--- config.mk ---
export PLATFORM = sky130hd
export DESIGN_NAME = xc_malu_ctrl
export DESIGN_NICKNAME = d
export VERILOG_FILES = /design/src/rtl/xc_malu_ctrl.sv
export SDC_FILE = /design/constraint.sdc
export NUM_CORES = 1
export LEC_CHECK = 0
export BUFFER_PORTS_ARGS = -buffer_cell sky130_fd_sc_hd__buf_2
export CELL_PAD_IN_SITES_DETAIL_PLACEMENT = 1
export CELL_PAD_IN_SITES_GLOBAL_PLACEMENT = 2
export CORE_MARGIN = 2
export CORE_UTILIZATION = 31
export CTS_CLUSTER_SIZE = 40
export DETAILED_ROUTE_END_ITERATION = 16
export PLACE_DENSITY = 0.93
export SETUP_SLACK_MARGIN = 0.15
export SLEW_MARGIN = 20
export SYNTH_ARGS = -nofsm -noshare
export SYNTH_HDL_FRONTEND = slang
export SYNTH_SLANG_ARGS = --single-unit
--- constraint.sdc ---
create_clock -name clock -period 6.4 [get_ports clock]
set_clock_uncertainty 0.2 [all_clocks]
set_input_delay 0.64 -clock clock [delete_from_list [all_inputs] [get_ports clock]]
set_output_delay 0.64 -clock clock [all_outputs]
set_load 0.02 [all_outputs]
--- src/rtl/xc_malu_ctrl.sv ---
// ---------------------------------------------------------------------------
// xc_malu_ctrl
//
// Issue/writeback controller for a multi-cycle ALU. One request is accepted
// at a time. The controller drives the ALU until it reports completion, and
// then writes the result back through a valid/ready handshake. A 64-bit
// result can optionally be written as two 32-bit beats to the register pair
// rd, rd|1. The ALU is flushed with pseudo-random data after every
// operation, after an abort, and after reset.
//
// Parameters
//   LFSR_SEED        non-zero start value of the flush-data LFSR
//   TIMEOUT          maximum EXEC cycles before the operation is aborted
//
// Ports
//   clock            sole clock, rising edge
//   reset            synchronous, active-high
//   req_valid/ready  issue handshake
//   req_uop          one-hot micro-op {mmul,...,div} (14 bits)
//   req_pw           one-hot pack width {pw_2,...,pw_32}
//   req_ops          operands {rs3,rs2,rs1}
//   req_rd           destination register
//   req_wide         write the full 64-bit result to rd, rd|1
//   kill             pipeline flush; aborts any in-flight operation
//   malu_valid/uop/pw/ops   command to the ALU, live only in EXEC
//   malu_flush/flush_data   one-cycle ALU clear with LFSR data
//   malu_result/ready       ALU result and completion flag
//   wb_valid/ready/rd/data  writeback handshake
//   err              one-cycle pulse on an illegal uop or a timeout
// ---------------------------------------------------------------------------
module xc_malu_ctrl #(
    parameter logic [31:0] LFSR_SEED = 32'h6A09_E667,
    parameter logic [5:0]  TIMEOUT   = 6'd40
) (
    input  logic        clock,
    input  logic        reset,
    input  logic        req_valid,
    output logic        req_ready,
    input  logic [13:0] req_uop,
    input  logic [4:0]  req_pw,
    input  logic [95:0] req_ops,
    input  logic [4:0]  req_rd,
    input  logic        req_wide,
    input  logic        kill,
    output logic        malu_valid,
    output logic [13:0] malu_uop,
    output logic [4:0]  malu_pw,
    output logic [95:0] malu_ops,
    output logic        malu_flush,
    output logic [31:0] malu_flush_data,
    input  logic [63:0] malu_result,
    input  logic        malu_ready,
    output logic        wb_valid,
    input  logic        wb_ready,
    output logic [4:0]  wb_rd,
    output logic [31:0] wb_data,
    output logic        err
);

    typedef enum logic [2:0] {
        S_FLUSH,
        S_IDLE,
        S_EXEC,
        S_WB_LO,
        S_WB_HI
    } state_t;

    // Right-shifting Galois form; bit 31 of the tap mask keeps the update
    // invertible, so a non-zero seed can never reach the all-zero state.
    localparam logic [31:0] LFSR_TAPS = 32'h8020_0003;

    state_t      state;
    logic [31:0] lfsr;
    logic [31:0] lfsr_next;
    logic [5:0]  exec_cnt;
    logic [63:0] result;

    logic [13:0] uop_q;
    logic [4:0]  pw_q;
    logic [95:0] ops_q;
    logic [4:0]  rd_q;
    logic        wide_q;

    logic        accept;
    logic        uop_legal;
    logic        in_exec;

    function automatic logic is_onehot(input logic [13:0] v);
        return (v != '0) && ((v & (v - 14'd1)) == '0);
    endfunction

    assign lfsr_next = {1'b0, lfsr[31:1]} ^ ({32{lfsr[0]}} & LFSR_TAPS);
    assign uop_legal = is_onehot(req_uop);
    assign in_exec   = (state == S_EXEC);

    // Handshake outputs are gated by reset so that an operation that is
    // interrupted by reset can't issue or write back during the reset cycle.
    assign req_ready = (state == S_IDLE) && !kill && !reset;
    assign accept    = req_valid && req_ready;

    assign malu_valid      = in_exec && !reset;
    assign malu_uop        = in_exec ? uop_q : '0;
    assign malu_pw         = in_exec ? pw_q  : '0;
    assign malu_ops        = in_exec ? ops_q : '0;
    assign malu_flush      = (state == S_FLUSH) && !reset;
    assign malu_flush_data = malu_flush ? lfsr : '0;

    assign wb_valid = ((state == S_WB_LO) || (state == S_WB_HI)) && !kill && !reset;

    always_comb begin
        // NOTE: every output of a combinational block gets a default first,
        // otherwise the states that don't assign it would infer a latch.
        wb_rd   = '0;
        wb_data = '0;
        case (state)
            S_WB_LO: begin
                wb_rd   = rd_q;
                wb_data = result[31:0];
            end
            S_WB_HI: begin
                wb_rd   = {rd_q[4:1], 1'b1};
                wb_data = result[63:32];
            end
            default: ;
        endcase
    end

    // NOTE: the request payload registers are not reset; they are only
    // observed in EXEC and in the writeback states, and they are always
    // loaded on the accept that leads there.
    always_ff @(posedge clock) begin
        if (accept && uop_legal) begin
            uop_q  <= req_uop;
            pw_q   <= req_pw;
            ops_q  <= req_ops;
            rd_q   <= req_rd;
            wide_q <= req_wide;
        end
    end

    // NOTE: sequential state uses non-blocking assignments only, so every
    // right-hand side below reads the value from before this clock edge.
    always_ff @(posedge clock) begin
        if (reset) begin
            state    <= S_FLUSH;
            lfsr     <= LFSR_SEED;
            exec_cnt <= '0;
            result   <= '0;
            err      <= 1'b0;
        end else begin
            lfsr <= lfsr_next;
            err  <= 1'b0;
            case (state)
                S_FLUSH: state <= S_IDLE;

                S_IDLE: begin
                    if (accept) begin
                        if (uop_legal) begin
                            exec_cnt <= '0;
                            state    <= S_EXEC;
                        end else begin
                            // Illegal uop is consumed but never reaches the ALU.
                            err <= 1'b1;
                        end
                    end
                end

                S_EXEC: begin
                    if (kill) begin
                        state <= S_FLUSH;
                    end else if (malu_ready) begin
                        result <= malu_result;
                        state  <= S_WB_LO;
                    end else begin
                        exec_cnt <= exec_cnt + 6'd1;
                        if (exec_cnt == TIMEOUT - 6'd1) begin
                            err   <= 1'b1;
                            state <= S_FLUSH;
                        end
                    end
                end

                S_WB_LO: begin
                    if (kill) begin
                        state <= S_FLUSH;
                    end else if (wb_ready) begin
                        state <= wide_q ? S_WB_HI : S_FLUSH;
                    end
                end

                S_WB_HI: begin
                    if (kill || wb_ready) begin
                        state <= S_FLUSH;
                    end
                end

                default: state <= S_FLUSH;
            endcase
        end
    end

endmodule
==> results_dict.tcl <==
set metrics [dict create \
    cts_made_buffers 26 \
    yosysMostFrequentCell "and2_1" \
    synth.cell_area_um2 8828 \
    postLayoutCoreUtil 0.4269 \
    die_area_um2 29840 \
    worstPathRequired_ps 5560 \
    finalSetupViolations 0 \
    die_h_um 172.8 \
    switching_power_uw 720.5 \
    syn_area_per_cell_um2 11.30 \
    layout-drive-gt1-share 0.3895 \
    power.internal_mw 2.474 \
    ff2ff_setup_slack_ps 3060 \
    worst_skew_pair.late_latency_ps 520 \
    num_rows 61 \
    crit_fanout 101 \
    synthCells 781 \
    grt_pass1_vias 7386 \
    fillers 3240 \
    hp-class "in2reg" \
    p_clk_frac 0.441 \
    reg2regPathDepth 5 \
    grt_pass1_wl_um 41660 \
    slew_headroom 0.4426 \
    ioPinCount 380 \
    holdWs_ps 85.56 \
    irDropWorstVdd_mv 0.1467 \
    dpl_cell_area_um2 11090 \
    start_kind "flip-flop" \
    synth_common_cells "and2_1, nand2_1, edfxtp_1" \
    fin_crit_sh 0.5838 \
    rsz0062_at_grt "no" \
    tightest_slew_ps 833.0 \
    p_per_area_nw_per_um2 267.9 \
    gp_congestion 0.7710 \
    fin_area_um2 11930 \
    holdBufCountCts 0 \
    dp_hpwl_um 19560 \
    drc 0 \
    nNetsFinal 1335 \
    yosys.area.top_type "edfxtp_1" \
    antenna_found_initial 8 \
    final_hold_viol_count 0 \
    async_flop_share 0 \
    postCtsSetupBuffers 0 \
    status "complete, no violations" \
    cts_root_buf "clkbuf_16" \
    synth_edf_count 121 \
    cts.sinks 227 \
    fp.dieW_um 172.8 \
    area_delta_synth_final_pct 35.08 \
    ant_nets 0 \
    io_buffers 379 \
    finalSetupTns_ps 0 \
    cp.arrival_ps 2900 \
    swShare 0.2256 \
    crit_path_end_kind "output pin" \
    overflow 0 \
    leakagePower_nw 5.214 \
    cts_tree "yes" \
    synth-seq-cells 227 \
    core_um2 27930 \
    synth_cell_types 51 \
    pwr-share-seq 0.490 \
    grt_max_degree 102 \
    grtUsageTotal 0.1746 \
    clkTransAtPathRegs_ps 60 \
    min-delay-start "req_ops[88]" \
    max_cap_violations 0 \
    initial_core_util 0.3160 \
    cts_resized 0 \
    worstReg2RegEnd "ops_q[84]$_DFFE_PP_" \
    yosys_warnings 0 \
    r2r_start "state[2]$_SDFFE_PP0P_" \
    seqCellArea_um2 5756 \
    synth_nets 973 \
    clk_path_buf_depth 3 \
    htree_levels 1 \
    crit_type "reg2out" \
    first_pass_iters 4 \
    hold_end "ops_q[88]$_DFFE_PP_" \
    p_comb_frac 0.069 \
    fin_crit_ps 3736 \
    wl_um 27090 \
    multi_input_area_um2 2905 \
    yosysSeqAreaShare 0.6519 \
    drtIter0Drc 283 \
    synth_top_cells_by_area "edfxtp_1, dfxtp_1, and2_1" \
    wl_per_cell_um 17.52 \
    synth_ff_type "edfxtp_1" \
    synth_top_area_frac 0.4116 \
    worstHoldPathCells 1 \
    vias 7095 \
    fmax_mhz 267.7 \
    routed_via_density 4.589 \
    finalMaxSlewViolations 0 \
]
-- flip-flops by register name (all words and copies together), names as in the netlist --
register / cells
err: 1
exec_cnt: 6
lfsr: 32
ops_q: 96
pw_q: 5
rd_q: 5
result: 64
state: 3
uop_q: 14
wide_q: 1
-- layout by cell type, fill, tap and decap left out, types with 3 or more instances in the layout --
cell / count
and2_1: 137
dfxtp_1: 106
nand2_1: 135
clkinv_1: 4
and3_1: 15
clkbuf_1: 7
clkbuf_16: 26
nor2b_1: 16
edfxtp_1: 121
or2_2: 17
clkbuf_8: 3
diode_2: 5
clkinv_2: 5
nand2b_1: 3
buf_2: 378
a22o_1: 32
buf_4: 9
a21oi_1: 67
nor3_1: 6
a21o_1: 4
nor4_1: 3
or3_1: 4
nand3_1: 4
nor2_1: 16
xnor2_1: 4
-- metal layers --
| layer | GRT usage | vias to the layer above | wire length (um) |
|---|---|---|---|
| met5 | 0 | - | 33 |
| met4 | 0.04167 | 4 | 499 |
| met3 | 0.05079 | 35 | 2070 |
| met2 | 0.3228 | 255 | 13940 |
| met1 | 0.1974 | 3383 | 10540 |
| li1 | - | 3418 | - |
-- per-stage QoR --
stage | total power, mW | cells | setup WS [ps]
after floorplan | 1.705 | 781 | 2827
after global placement | 1.812 | 1493 | 2715
after detailed placement | 1.820 | 1493 | 2630
after CTS | 3.242 | 1541 | 2297
after global routing | 3.311 | 1545 | 2382
final | 3.194 | 1546 | 2664
-- logic make-up after synthesis --
family / count (synthesis) / synth area share
adder cells (fa/ha/maj): 2 / 0.002551
multiplexers: 1 / 0.001275
AND/OR/NAND/NOR: 372 / 0.2255
XOR/XNOR: 5 / 0.004960
buffers and inverters: 54 / 0.02338
flip-flops: 227 / 0.6519
AO/OA/AOI/OAI: 120 / 0.09042
-- power groups by stage --
stage	sequential, mW	combinational [mW]	clock [mW]
4_1_cts	1.56	0.225	1.45
6_report	1.57	0.221	1.41
3_5_place_dp	1.60	0.224	0
3_3_place_gp	1.60	0.217	0
2_1_floorplan	1.59	0.115	0
5_1_grt	1.57	0.243	1.50
-- cell type report --
| type | instances | area share |
|---|---|---|
| multi-input combinational | 500 | 0.2436 |
| antenna | 5 | 0.001049 |
| timing repair buffer | 387 | 0.1643 |
| clock buffer | 36 | 0.06022 |
| inverter | 1 | 0.0003148 |
| sequential | 227 | 0.4826 |
| tap | 378 | 0.03966 |
| clock inverter | 12 | 0.008184 |
-- worst max path at each step --
stage,to,start,depth (start not counted)
global route,malu_ops[30],state[1]$_SDFFE_PP0P_,4
finish,malu_ops[30],state[1]$_SDFFE_PP0P_,4
floorplan,exec_cnt[2]$_SDFFE_PP0P_,req_uop[1],6
CTS,malu_ops[30],state[1]$_SDFFE_PP0P_,4
global placement,rd_q[4]$_DFFE_PP_,req_uop[1],6
detailed placement,ops_q[89]$_DFFE_PP_,req_uop[1],6
-- critical path, cell delays in order, from the launching register on --
cell and delay, ps:
dfxtp_1 560, nor3b_4 640, buf_4 700, and2_1 270, buf_2 180
No activity file was read; power rests on OpenSTA's default activity.
